File: src/rtl/clint_axi_pkg.sv
// Shared types and constants for the CLINT AXI initiator.
package clint_axi_pkg;

    // Initiator FSM states
    typedef enum logic [2:0] {
        StIdle,
        StWrite,
        StWrResp,
        StRead,
        StRdData,
        StResp
    } state_e;

    // AXI response codes
    localparam logic [1:0] AXI_RESP_OKAY   = 2'b00;
    localparam logic [1:0] AXI_RESP_EXOKAY = 2'b01;
    localparam logic [1:0] AXI_RESP_SLVERR = 2'b10;
    localparam logic [1:0] AXI_RESP_DECERR = 2'b11;

    // Fixed burst attributes: one 8-byte INCR beat
    localparam logic [7:0] AXI_LEN_SINGLE = 8'd0;
    localparam logic [2:0] AXI_SIZE_8B    = 3'd3;
    localparam logic [1:0] AXI_BURST_INCR = 2'b01;

    // CLINT register offsets from the slave base
    localparam logic [15:0] CLINT_MSIP_OFFSET     = 16'h0000;
    localparam logic [15:0] CLINT_MTIMECMP_OFFSET = 16'h4000;
    localparam logic [15:0] CLINT_MTIME_OFFSET    = 16'hBFF8;

    // Anything but OKAY is reported as an error, EXOKAY included, since
    // this master never issues exclusive accesses.
    function automatic logic resp_is_err(logic [1:0] resp);
        return resp != AXI_RESP_OKAY;
    endfunction

    // All CLINT registers are accessed as 64-bit words
    function automatic logic addr_is_aligned(logic [2:0] addr_lo);
        return addr_lo == 3'b000;
    endfunction

endpackage

File: src/rtl/clint_axi_initiator.sv
// Single-outstanding AXI4 master turning a valid/ready command into one
// single-beat read or write on the CLINT slave port.
module clint_axi_initiator
    import clint_axi_pkg::*;
#(
    parameter int unsigned AXI_ID_WIDTH   = 10,
    parameter int unsigned AXI_ADDR_WIDTH = 64,
    parameter int unsigned AXI_DATA_WIDTH = 64,
    parameter int unsigned AXI_USER_WIDTH = 1,
    parameter int unsigned AXI_ID         = 0
) (
    input  logic                        aclk,
    input  logic                        areset,

    // Command channel
    input  logic                        cmd_valid,
    output logic                        cmd_ready,
    input  logic                        cmd_write,
    input  logic [AXI_ADDR_WIDTH-1:0]   cmd_addr,
    input  logic [63:0]                 cmd_wdata,
    input  logic [7:0]                  cmd_wstrb,

    // Response channel
    output logic                        rsp_valid,
    input  logic                        rsp_ready,
    output logic [63:0]                 rsp_rdata,
    output logic                        rsp_err,

    // AXI write address
    output logic [AXI_ID_WIDTH-1:0]     m_axi_clint_awid,
    output logic [AXI_ADDR_WIDTH-1:0]   m_axi_clint_awaddr,
    output logic [7:0]                  m_axi_clint_awlen,
    output logic [2:0]                  m_axi_clint_awsize,
    output logic [1:0]                  m_axi_clint_awburst,
    output logic [2:0]                  m_axi_clint_awprot,
    output logic [AXI_USER_WIDTH-1:0]   m_axi_clint_awuser,
    output logic                        m_axi_clint_awvalid,
    input  logic                        m_axi_clint_awready,

    // AXI write data
    output logic [AXI_DATA_WIDTH-1:0]   m_axi_clint_wdata,
    output logic [AXI_DATA_WIDTH/8-1:0] m_axi_clint_wstrb,
    output logic                        m_axi_clint_wlast,
    output logic [AXI_USER_WIDTH-1:0]   m_axi_clint_wuser,
    output logic                        m_axi_clint_wvalid,
    input  logic                        m_axi_clint_wready,

    // AXI write response
    input  logic [AXI_ID_WIDTH-1:0]     m_axi_clint_bid,
    input  logic [1:0]                  m_axi_clint_bresp,
    input  logic [AXI_USER_WIDTH-1:0]   m_axi_clint_buser,
    input  logic                        m_axi_clint_bvalid,
    output logic                        m_axi_clint_bready,

    // AXI read address
    output logic [AXI_ID_WIDTH-1:0]     m_axi_clint_arid,
    output logic [AXI_ADDR_WIDTH-1:0]   m_axi_clint_araddr,
    output logic [7:0]                  m_axi_clint_arlen,
    output logic [2:0]                  m_axi_clint_arsize,
    output logic [1:0]                  m_axi_clint_arburst,
    output logic [2:0]                  m_axi_clint_arprot,
    output logic [AXI_USER_WIDTH-1:0]   m_axi_clint_aruser,
    output logic                        m_axi_clint_arvalid,
    input  logic                        m_axi_clint_arready,

    // AXI read data
    input  logic [AXI_ID_WIDTH-1:0]     m_axi_clint_rid,
    input  logic [AXI_DATA_WIDTH-1:0]   m_axi_clint_rdata,
    input  logic [1:0]                  m_axi_clint_rresp,
    input  logic                        m_axi_clint_rlast,
    input  logic [AXI_USER_WIDTH-1:0]   m_axi_clint_ruser,
    input  logic                        m_axi_clint_rvalid,
    output logic                        m_axi_clint_rready
);

    localparam int unsigned StrbWidth = AXI_DATA_WIDTH / 8;
    localparam logic [AXI_ID_WIDTH-1:0] AxiIdVal = AXI_ID_WIDTH'(AXI_ID);

    state_e state_q;

    // Write handshakes still outstanding at the end of this cycle
    logic aw_left;
    logic w_left;

    // User sideband on the response channels carries nothing we act on
    logic unused_user;

    assign unused_user = ^{m_axi_clint_buser, m_axi_clint_ruser};

    // Burst attributes never change: one 8-byte INCR beat with a fixed ID
    assign m_axi_clint_awid    = AxiIdVal;
    assign m_axi_clint_awlen   = AXI_LEN_SINGLE;
    assign m_axi_clint_awsize  = AXI_SIZE_8B;
    assign m_axi_clint_awburst = AXI_BURST_INCR;
    assign m_axi_clint_awprot  = 3'b000;
    assign m_axi_clint_awuser  = '0;
    assign m_axi_clint_wuser   = '0;
    assign m_axi_clint_arid    = AxiIdVal;
    assign m_axi_clint_arlen   = AXI_LEN_SINGLE;
    assign m_axi_clint_arsize  = AXI_SIZE_8B;
    assign m_axi_clint_arburst = AXI_BURST_INCR;
    assign m_axi_clint_arprot  = 3'b000;
    assign m_axi_clint_aruser  = '0;

    // AW and W retire independently; a channel is finished once its valid
    // is low or it handshakes this cycle.
    always_comb begin
        aw_left = m_axi_clint_awvalid && !m_axi_clint_awready;
        w_left  = m_axi_clint_wvalid && !m_axi_clint_wready;
    end

    // Transaction FSM with every handshake and response output registered
    always_ff @(posedge aclk) begin
        if (areset) begin
            state_q             <= StIdle;
            cmd_ready           <= 1'b1;
            rsp_valid           <= 1'b0;
            rsp_rdata           <= '0;
            rsp_err             <= 1'b0;
            m_axi_clint_awaddr  <= '0;
            m_axi_clint_awvalid <= 1'b0;
            m_axi_clint_wdata   <= '0;
            m_axi_clint_wstrb   <= '0;
            m_axi_clint_wlast   <= 1'b0;
            m_axi_clint_wvalid  <= 1'b0;
            m_axi_clint_bready  <= 1'b0;
            m_axi_clint_araddr  <= '0;
            m_axi_clint_arvalid <= 1'b0;
            m_axi_clint_rready  <= 1'b0;
        end else begin
            unique case (state_q)
                StIdle: begin
                    if (cmd_valid && cmd_ready) begin
                        cmd_ready          <= 1'b0;
                        // Payload is latched here and left untouched until the
                        // next command, which keeps it stable under valid.
                        m_axi_clint_awaddr <= cmd_addr;
                        m_axi_clint_araddr <= cmd_addr;
                        m_axi_clint_wdata  <= AXI_DATA_WIDTH'(cmd_wdata);
                        m_axi_clint_wstrb  <= StrbWidth'(cmd_wstrb);
                        rsp_rdata          <= '0;
                        rsp_err            <= 1'b0;
                        if (!addr_is_aligned(cmd_addr[2:0])) begin
                            // Misaligned: answer locally, no bus traffic
                            rsp_valid <= 1'b1;
                            rsp_err   <= 1'b1;
                            state_q   <= StResp;
                        end else if (cmd_write) begin
                            m_axi_clint_awvalid <= 1'b1;
                            m_axi_clint_wvalid  <= 1'b1;
                            m_axi_clint_wlast   <= 1'b1;
                            state_q             <= StWrite;
                        end else begin
                            m_axi_clint_arvalid <= 1'b1;
                            state_q             <= StRead;
                        end
                    end
                end

                StWrite: begin
                    if (!aw_left) begin
                        m_axi_clint_awvalid <= 1'b0;
                    end
                    if (!w_left) begin
                        m_axi_clint_wvalid <= 1'b0;
                        m_axi_clint_wlast  <= 1'b0;
                    end
                    if (!aw_left && !w_left) begin
                        m_axi_clint_bready <= 1'b1;
                        state_q            <= StWrResp;
                    end
                end

                StWrResp: begin
                    if (m_axi_clint_bvalid) begin
                        m_axi_clint_bready <= 1'b0;
                        rsp_err   <= resp_is_err(m_axi_clint_bresp) ||
                                     (m_axi_clint_bid != AxiIdVal);
                        rsp_valid <= 1'b1;
                        state_q   <= StResp;
                    end
                end

                StRead: begin
                    if (m_axi_clint_arready) begin
                        m_axi_clint_arvalid <= 1'b0;
                        m_axi_clint_rready  <= 1'b1;
                        state_q             <= StRdData;
                    end
                end

                StRdData: begin
                    if (m_axi_clint_rvalid) begin
                        m_axi_clint_rready <= 1'b0;
                        rsp_rdata <= 64'(m_axi_clint_rdata);
                        // A single-beat read must come back with RLAST set
                        rsp_err   <= resp_is_err(m_axi_clint_rresp) ||
                                     (m_axi_clint_rid != AxiIdVal) ||
                                     !m_axi_clint_rlast;
                        rsp_valid <= 1'b1;
                        state_q   <= StResp;
                    end
                end

                StResp: begin
                    if (rsp_ready) begin
                        rsp_valid <= 1'b0;
                        cmd_ready <= 1'b1;
                        state_q   <= StIdle;
                    end
                end

                default: begin
                    state_q   <= StIdle;
                    cmd_ready <= 1'b1;
                end
            endcase
        end
    end

endmodule

File: config.mk
export PLATFORM = sky130hd
export DESIGN_NAME = clint_axi_initiator
export DESIGN_NICKNAME = d
export VERILOG_FILES = /design/src/rtl/clint_axi_pkg.sv /design/src/rtl/clint_axi_initiator.sv
export SDC_FILE = /design/constraint.sdc
export NUM_CORES = 1
export LEC_CHECK = 0
export BUFFER_PORTS_ARGS = -buffer_cell sky130_fd_sc_hd__buf_2
export CORE_AREA = 2 2 217 219
export CTS_CLUSTER_DIAMETER = 100
export DETAILED_ROUTE_END_ITERATION = 6
export DIE_AREA = 0 0 219 221
export GPL_ROUTABILITY_DRIVEN = 0
export GPL_TIMING_DRIVEN = 0
export RECOVER_POWER = 100
export SYNTH_ARGS = -nofsm -noshare
export SYNTH_HDL_FRONTEND = slang
export SYNTH_SLANG_ARGS = --single-unit
File: constraint.sdc
create_clock -name aclk -period 2.3 [get_ports aclk]
set_input_delay 0.23 -clock aclk [delete_from_list [all_inputs] [get_ports aclk]]
set_output_delay 0.23 -clock aclk [all_outputs]
set_load 0.02 [all_outputs]
### Word level (Yosys, flattened, before mapping)

Index checks and enable logic that the tools add are counted.

* output and inout port bits: 328
* word-level logic and storage cells: 112
* flip-flop bits (word level): 211
* input port bits: 237

* eq/ne operators: 17
* muxes and demuxes: 44
* reductions and logical operators: 37
* bitwise gates (word level): 1

Operators with widths (number)
* $mux W64: 2
* $pmux W64 S2: 1
* $mux W1: 24
* $ne A2 B2 Y1 const B: 12
* $mux W3: 7
* $reduce_bool A10 Y1: 2
* $pmux W3 S6: 1
* $reduce_and A5 Y1: 3
* $reduce_bool A2 Y1: 7
* $reduce_and A3 Y1: 4
* $reduce_and A6 Y1: 2
* $pmux W1 S2: 5
* $eq A3 B2 Y1 const B: 2
* $eq A3 B3 Y1 const B: 2
* $logic_not A3 Y1: 2
* $pmux W1 S3: 2
* $logic_not A1 Y1: 5
* $logic_and A1 B1 Y1: 4
* $pmux W1 S4: 1
* $reduce_and A4 Y1: 1
* $reduce_bool A4 Y1: 1
* $reduce_or A4 Y1: 1
* $eq A3 B1 Y1 const B: 1
* $logic_or A1 B1 Y1: 3
* 4 further kinds: 4

### Logic depth before layout (Yosys ltp)

Gate-level depths: netlist (run 1).

* depth in word-level cells: 6
* mapped depth: 7
* depth with buffers taken out: 4

### Worst setup path after synthesis (run 1)

OpenSTA, ideal clock, no wires.

* kind: register to register
* from: reg cmd_ready
* to: reg cmd_ready
* path buffers: 1
* arrival time: 1.328 ns
* cell stages (with the launch flop): 5
* setup time: 0.122 ns
* path slack: 0.850 ns
* cells stage by stage: dfxtp_1 -> nand4bb_4 -> nand2b_1 -> buf_2 -> a221o_1

* longest elaborated chain between the ends: 3

Ends and longest elaborated chain
* from (decl): RTL line clint_axi_initiator.sv:17 `output logic cmd_ready,`
* from (signal assigned): RTL line clint_axi_initiator.sv:116 `cmd_ready <= 1'b1;`
* from (signal assigned): RTL line clint_axi_initiator.sv:134 `cmd_ready <= 1'b0;`
* from (signal assigned): RTL line clint_axi_initiator.sv:208 `cmd_ready <= 1'b1;`
* $logic_and A1 B1 Y1: RTL line clint_axi_initiator.sv:133 `if (cmd_valid && cmd_ready) begin`
* $ne A2 B2 Y1 (no source line)
* $reduce_and A3 Y1 (no source line)

No other way between the ends.
A chain may end at the register's enable or synchronous reset.

### Final worst setup path (run 1)

* from: reg state_q[2]
* to: reg m_axi_clint_wdata[43]

* longest elaborated chain between the ends: 2

Ends and longest elaborated chain
* from (decl): RTL line clint_axi_initiator.sv:79 `state_e state_q;`
* from (signal assigned): RTL line clint_axi_initiator.sv:115 `state_q <= StIdle;`
* from (signal assigned): RTL line clint_axi_initiator.sv:147 `state_q <= StResp;`
* from (signal assigned): RTL line clint_axi_initiator.sv:152 `state_q <= StWrite;`
* $logic_not A3 Y1: RTL line clint_axi_initiator.sv:131 `unique case (state_q)`
* $reduce_and A2 Y1 (no source line)
* to (signal assigned): RTL line clint_axi_initiator.sv:139 `m_axi_clint_wdata <= AXI_DATA_WIDTH'(cmd_wdata);`
* to (decl): RTL line clint_axi_initiator.sv:41 `output logic [AXI_DATA_WIDTH-1:0] m_axi_clint_wdata,`

No other way between the ends.

==> results.py, run 1 <==
metrics = {
    "critical_path": {
        "cp.arrival_ps": 2390,
        "crit_start": "state_q[2]",
        "worstSetupEndpoint": "m_axi_clint_wdata[43]",
        "crit_fanout": 10,
        "crit_path_start_kind": "register",
        "r2r_slack_ps": 300,
        "r2r-end": "m_axi_clint_wdata[43]",
        "reg2reg_from": "state_q[2]",
        "required_ps": 2690,
        "cp-end-kind": "register",
        "rr_worst_depth": 6,
        "critPathKind": "register to register",
    },
    "synth": {
        "postSynthAreaPerCell_um2": 7.95,
        "synth_top_family_by_area": "simple AND/OR/NAND/NOR gates",
        "synthSimpleGateAreaFrac_pct": 21.0,
        "synthMuxAreaShare_pct": 0.116,
        "synth_flop_cell": "dfxtp_1",
        "synth_area_mm2": 0.00866,
        "synth_edf_count": 0,
        "yosysWarnings": 0,
        "yosys.area_share.adder_pct": 0,
        "yosysSeqAreaShare_pct": 48.8,
        "yosysTopAreaCellShare_pct": 48.8,
        "synth.most_common_cell": "nand2_1",
        "yosysTopAreaCell": "dfxtp_1",
        "synth-xor-area-share_pct": 0,
        "yosysUniqueCellTypes": 40,
        "ys_ff_latch": 211,
        "synthTopCellsByArea": "dfxtp_1, nand2_1, a21oi_1, buf_4, nand3_1",
        "synth_common_cells": "nand2_1, dfxtp_1, a21oi_1",
        "syn_inst": 1089,
        "synth_compound_area_share_pct": 14.5,
        "ys_async_sr_fraction_pct": 0,
    },
    "clocking": {
        "post-cts-setup-buffers": 0,
        "cts_tree": "done",
        "clk_latency_ps": 530,
        "cts_buffers": 25,
        "clkSinkCount": 211,
        "cts_buffer_depth": 3,
        "cts-root-buf": "clkbuf_16",
        "cts_max_level": 1,
        "clk_pin_slew_ps": 60,
    },
    "final_layout": {
        "drive_gt1_share_pct": 23.2,
        "layout.nets": 2114,
        "final_cells": 2499,
        "fin_area_mm2": 0.0146,
        "fin_util_pct": 31.6,
        "area_growth_syn_to_layout_pct": 68.0,
    },
    "power": {
        "p_clk_share_pct": 24.0,
        "ir_worst_vdd_mv": 0.577,
        "pwr-share-comb_pct": 43.9,
        "p_seq_share_pct": 32.1,
        "power_switching_mw": 6.54,
        "total_leakage_power_nw": 5.96,
        "power-per-cell-area_mw_per_mm2": 1050,
        "power.total_mw": 15.3,
        "swShare_pct": 42.8,
        "p_int_mw": 8.73,
    },
    "floorplanning": {
        "initial_core_util_pct": 18.8,
        "core_region_area_mm2": 0.0461,
        "die_y_um": 221,
        "fp.dieW_um": 219,
        "die_area_mm2": 0.0484,
        "ios": 565,
        "rows": 79,
    },
    "sta": {
        "worst_pin_slew_ps": 1160,
        "finClkSkew_ps": 13.4,
        "slew_viol_final": 0,
        "relSlewSlack_pct": 22.3,
        "fin_crit_sh_pct": 86.9,
        "fin_tns_setup_ps": 0,
        "rsz0062_at_grt": "false",
        "finalHoldViolCount": 0,
        "fmax_ghz": 0.500,
        "fin_crit_ps": 2000,
        "report.final.setup_viol": 0,
    },
    "grt": {
        "grt_pass1_wl_um": 55200,
        "grt_max_degree": 12,
        "grt_use_met2_pct": 26.4,
        "first_global_vias": 10035,
        "track_usage_pct": 14.7,
        "globalRouteMet3Util_pct": 3.31,
        "met1_usage_pct": 16.5,
        "grt-ovfl-total": 0,
        "antenna_found_initial": 3,
        "top_usage_layer": "met2",
    },
    "placed_design": {
        "dp_cells": 2255,
        "place_area_mm2": 0.0122,
        "port_buffers": 506,
        "dp_hpwl_um": 28100,
    },
    "route": {
        "ant_nets": 0,
        "drt_wl_total_um": 38300,
        "wl_per_cell_um": 15.3,
        "drt_iter0_drc": 421,
        "num_vias": 10172,
        "route.detailed.drc": 0,
        "firstDrtPassIters": 5,
        "vias_per_cell": 4.07,
    },
    "min_path": {
        "hold_path.class": "input port to register",
    },
    "outcome": {
        "status": "finished, final reports clean",
    },
    "run": {
        "maxCapViolations": 0,
    },
}
-- routing by layer --
metal	wire length [µm]	vias up
li1	-	4978
met1	14900	4651
met2	18800	449
met3	3070	92
met4	1480	2
met5	11	-
-- worst max-delay path, cell delays in order, from the launching register on --
cell,delay [ps]
dfxtp_1,430
clkbuf_1,370
nor2_1,120
clkbuf_2,370
buf_2,330
nand2_1,140
a21oi_1,80
-- how the worst min path moves through the flow --
| stage | depth (start not counted) | slack, ps | start | to |
|---|---|---|---|---|
| floorplan | 1 | 330 | m_axi_clint_rvalid | m_axi_clint_rready |
| global placement | 2 | 440 | rsp_rdata[31] | rsp_rdata[31] |
| detailed placement | 2 | 440 | m_axi_clint_wdata[1] | m_axi_clint_wdata[1] |
| CTS | 3 | 20 | cmd_wdata[18] | m_axi_clint_wdata[18] |
| global route | 3 | 20 | cmd_wdata[18] | m_axi_clint_wdata[18] |
| finish | 3 | 50 | cmd_wdata[18] | m_axi_clint_wdata[18] |
-- logic make-up (layout without fill, tap and decap cells) --
group / Yosys count / in the layout
flops: 211 / 211
mux: 1 / 1
compound gates: 236 / 236
other cells: 2 / 57
buf+inv: 203 / 951
simple gates: 436 / 436
-- per-stage QoR --
step | hold WS, ps | setup WS, ps
after floorplan | 327 | 850
after global placement | 436 | 407
after CTS | 20.2 | 334
final | 49.1 | 301
after detailed placement | 443 | 376
after global routing | 19.9 | 116
-- flip-flops by register name, summed over array words and instances (netlist names) --
| register | count |
|---|---|
| cmd_ready | 1 |
| m_axi_clint_araddr | 64 |
| m_axi_clint_arvalid | 1 |
| m_axi_clint_awvalid | 1 |
| m_axi_clint_bready | 1 |
| m_axi_clint_rready | 1 |
| m_axi_clint_wdata | 64 |
| m_axi_clint_wstrb | 8 |
| m_axi_clint_wvalid | 1 |
| rsp_err | 1 |
| rsp_rdata | 64 |
| rsp_valid | 1 |
| state_q | 3 |
-- power groups by stage --
stage | Combinational [mW] | Clock, mW | Sequential [mW]
after floorplan | 3.54 | 0 | 5.68
after global placement | 6.63 | 0 | 4.92
after detailed placement | 6.71 | 0 | 4.95
after CTS | 7.00 | 3.79 | 4.87
after global routing | 7.30 | 3.94 | 4.98
final | 6.70 | 3.66 | 4.91
-- layout make-up --
| type | instances | area [µm²] |
|---|---|---|
| Timing Repair Buffer | 708 | 4210 |
| Multi-Input combinational cell | 728 | 3270 |
| Inverter | 6 | 22.5 |
| Tap cell | 607 | 759 |
| Antenna cell | 2 | 5.00 |
| Sequential cell | 211 | 4220 |
| Clock buffer | 37 | 711 |
| Clock inverter | 3 | 21.3 |
| Buffer | 197 | 1320 |
| Fill cell | 4918 | 31500 |
-- layout by cell type, fill, tap and decap left out, types with 3 or more instances in the layout --
cell type and instances:
buf_6 7, nor2b_1 7, dfxtp_1 211, nor2_1 5, inv_1 5, clkbuf_1 309, nand3_1 65, a211oi_1 3
clkbuf_2 7, dlygate4sd3_1 202, buf_4 130, conb_1 55, a21oi_1 207, a31oi_1 6, clkbuf_16 25, nor4_1 5
o21ai_0 7, clkbuf_8 4, buf_2 258, a311oi_1 3, nand2_1 340
-- repair_timing --
action / in CTS / in global routing
resized for setup: 0 / 0
endpoints found under the hold margin: 202 / 0
hold buffers: 202 / 0
(Power assumes the default switching activity.)
==> run 2: changes to the inputs <==
- clock period: 2.3 -> 2.5 ns (I/O delays scaled with it)
==> results.py, run 2 (synthesized netlist as in run 1, its figures left out) <==
metrics = {
    "outcome": {
        "status": "finished, final reports clean",
    },
    "clocking": {
        "cts_tree": "done",
        "cts-root-buf": "clkbuf_16",
        "clk_latency_ps": 530,
        "clk_pin_slew_ps": 60,
        "cts_max_level": 1,
        "cts_buffer_depth": 3,
        "clkSinkCount": 211,
        "cts_buffers": 25,
    },
    "critical_path": {
        "crit_fanout": 10,
        "cp.arrival_ps": 2600,
        "critPathKind": "register to register",
        "path_cells": "inv_1 > nor3_2 > clkbuf_1 > buf_4 > nand3_1 > a21oi_1",
        "cp.buffers_inverters": 3,
        "slowest_delay_ps": 600,
        "crit_path_start_kind": "register",
        "required_ps": 2960,
        "cp-end-kind": "register",
        "crit_path_top_delay_cell": "clkbuf_1",
        "crit_family": "buffers and inverters",
    },
    "final_layout": {
        "register_area_mm2": 0.00422,
        "multiInputGateArea_mm2": 0.00327,
        "fin_area_mm2": 0.0145,
        "fillCellCount": 4933,
        "area_growth_syn_to_layout_pct": 67.1,
        "top_regs": "m_axi_clint_araddr: 64 flops, m_axi_clint_wdata: 64 flops, rsp_rdata: 64 flops",
        "final_cells": 2492,
        "layout.nets": 2107,
        "final_common_cell": "nand2_1",
        "layout_common_cells": "nand2_1, clkbuf_1, buf_2",
        "drive_gt1_share_pct": 22.9,
    },
    "sta": {
        "fin_tns_setup_ps": 0,
        "worst_pin_slew_ps": 1180,
        "slew_viol_final": 0,
        "rsz0062_at_grt": "false",
        "fin_crit_ps": 2130,
        "fin_crit_sh_pct": 85.3,
        "finalHoldViolCount": 0,
        "report.final.setup_viol": 0,
        "relSlewSlack_pct": 21.3,
        "fmax_ghz": 0.469,
        "finClkSkew_ps": 13.3,
    },
    "floorplanning": {
        "initial_core_util_pct": 18.8,
        "rows": 79,
        "ios": 565,
        "die_y_um": 221,
        "die_area_mm2": 0.0484,
        "fp.dieW_um": 219,
        "core_region_area_mm2": 0.0461,
    },
    "power": {
        "power_switching_mw": 6.03,
        "power-per-cell-area_mw_per_mm2": 970,
        "p_clk_share_pct": 24.0,
        "p_int_mw": 8.01,
        "pwr-share-comb_pct": 43.8,
        "ir_worst_vdd_mv": 0.545,
        "swShare_pct": 43.0,
        "p_seq_share_pct": 32.1,
        "total_leakage_power_nw": 5.90,
    },
    "route": {
        "wl_per_cell_um": 15.4,
        "num_vias": 10203,
        "dr_wl_met3_um": 2990,
        "vias_per_cell": 4.09,
        "firstDrtPassIters": 6,
        "ant_nets": 0,
        "drt_iter0_drc": 444,
        "wl_met1_um": 15100,
        "drt_wl_total_um": 38300,
        "wl_met2_um": 18900,
        "dr.max_layer_used": "met5",
        "route.detailed.drc": 0,
    },
    "min_path": {
        "hold_path.class": "input port to register",
    },
    "placed_design": {
        "dp_cells": 2255,
        "place_area_mm2": 0.0122,
        "dp_hpwl_um": 28100,
        "port_buffers": 506,
    },
    "grt": {
        "grt_max_degree": 12,
        "grt-ovfl-total": 0,
        "track_usage_pct": 14.7,
        "first_global_vias": 10019,
        "grt_pass1_wl_um": 55300,
        "antenna_found_initial": 3,
    },
    "run": {
        "maxCapViolations": 0,
    },
}
[run 2: cell count changes in the layout (fill, tap and decap cells not counted), sizes merged]
cell	previous run	this run
buf	395	394
dlygate4sd3	202	195
clkbuf	345	346
[run 2: final timing paths]
check	from	endpoint	slack, ps	depth (start not counted)
hold / removal	m_axi_clint_rdata[27]	rsp_rdata[27]	30	3
setup reg to reg	state_q[2]	rsp_rdata[19]	370	6
hold reg to reg	rsp_rdata[57]	rsp_rdata[57]	450	2
setup / recovery	state_q[2]	rsp_rdata[19]	370	6
[run 2: timing repair]
| action | in CTS | in global routing |
|---|---|---|
| gates resized for setup | 0 | 0 |
| hold buffers | 195 | 0 |
| buffers inserted | 0 | 0 |
| endpoints found under the hold margin | 195 | 0 |
[run 2: worst register-to-register path: cells and delay by family (launching register included)]
| kind | cells | cell delay, ps |
|---|---|---|
| flops | 1 | 410 |
| compound gates | 1 | 170 |
| buf+inv | 3 | 1050 |
| simple gates | 2 | 440 |
[run 2: power by group through the flow]
stage	Clock, mW	Combinational (mW)	Sequential (mW)
global route	3.63	6.70	4.58
detailed placement	0	6.17	4.55
finish	3.37	6.15	4.51
floorplan	0	3.26	5.23
global placement	0	6.10	4.52
CTS	3.48	6.43	4.48
[run 2: cell type report]
class,instances,share of cell area [%]
diodes,2,0.0346
plain buffers,197,9.06
clock buffers,37,4.91
clock inverters,3,0.147
inverters,6,0.156
multi-input cells,728,22.6
flip-flops and latches,211,29.2
well taps,607,5.25
repair buffers,701,28.6
[run 2: stage by stage]
stage	total power [mW]	setup WS, ps	hold WS (ps)	utilization [%]
6_report	14.0	367	26.3	31.4
3_5_place_dp	10.7	576	443	26.4
5_1_grt	14.9	207	2.87	31.4
2_1_floorplan	8.49	1050	347	-
3_3_place_gp	10.6	607	436	26.4
4_1_cts	14.4	534	0.259	32.2
[run 2: layer usage]
metal  global-route usage (%)  vias up
met2                     26.4      453
met5                        0        -
met3                     3.38       90
li1                         -     4972
met1                     16.6     4686
met4                     6.04        2
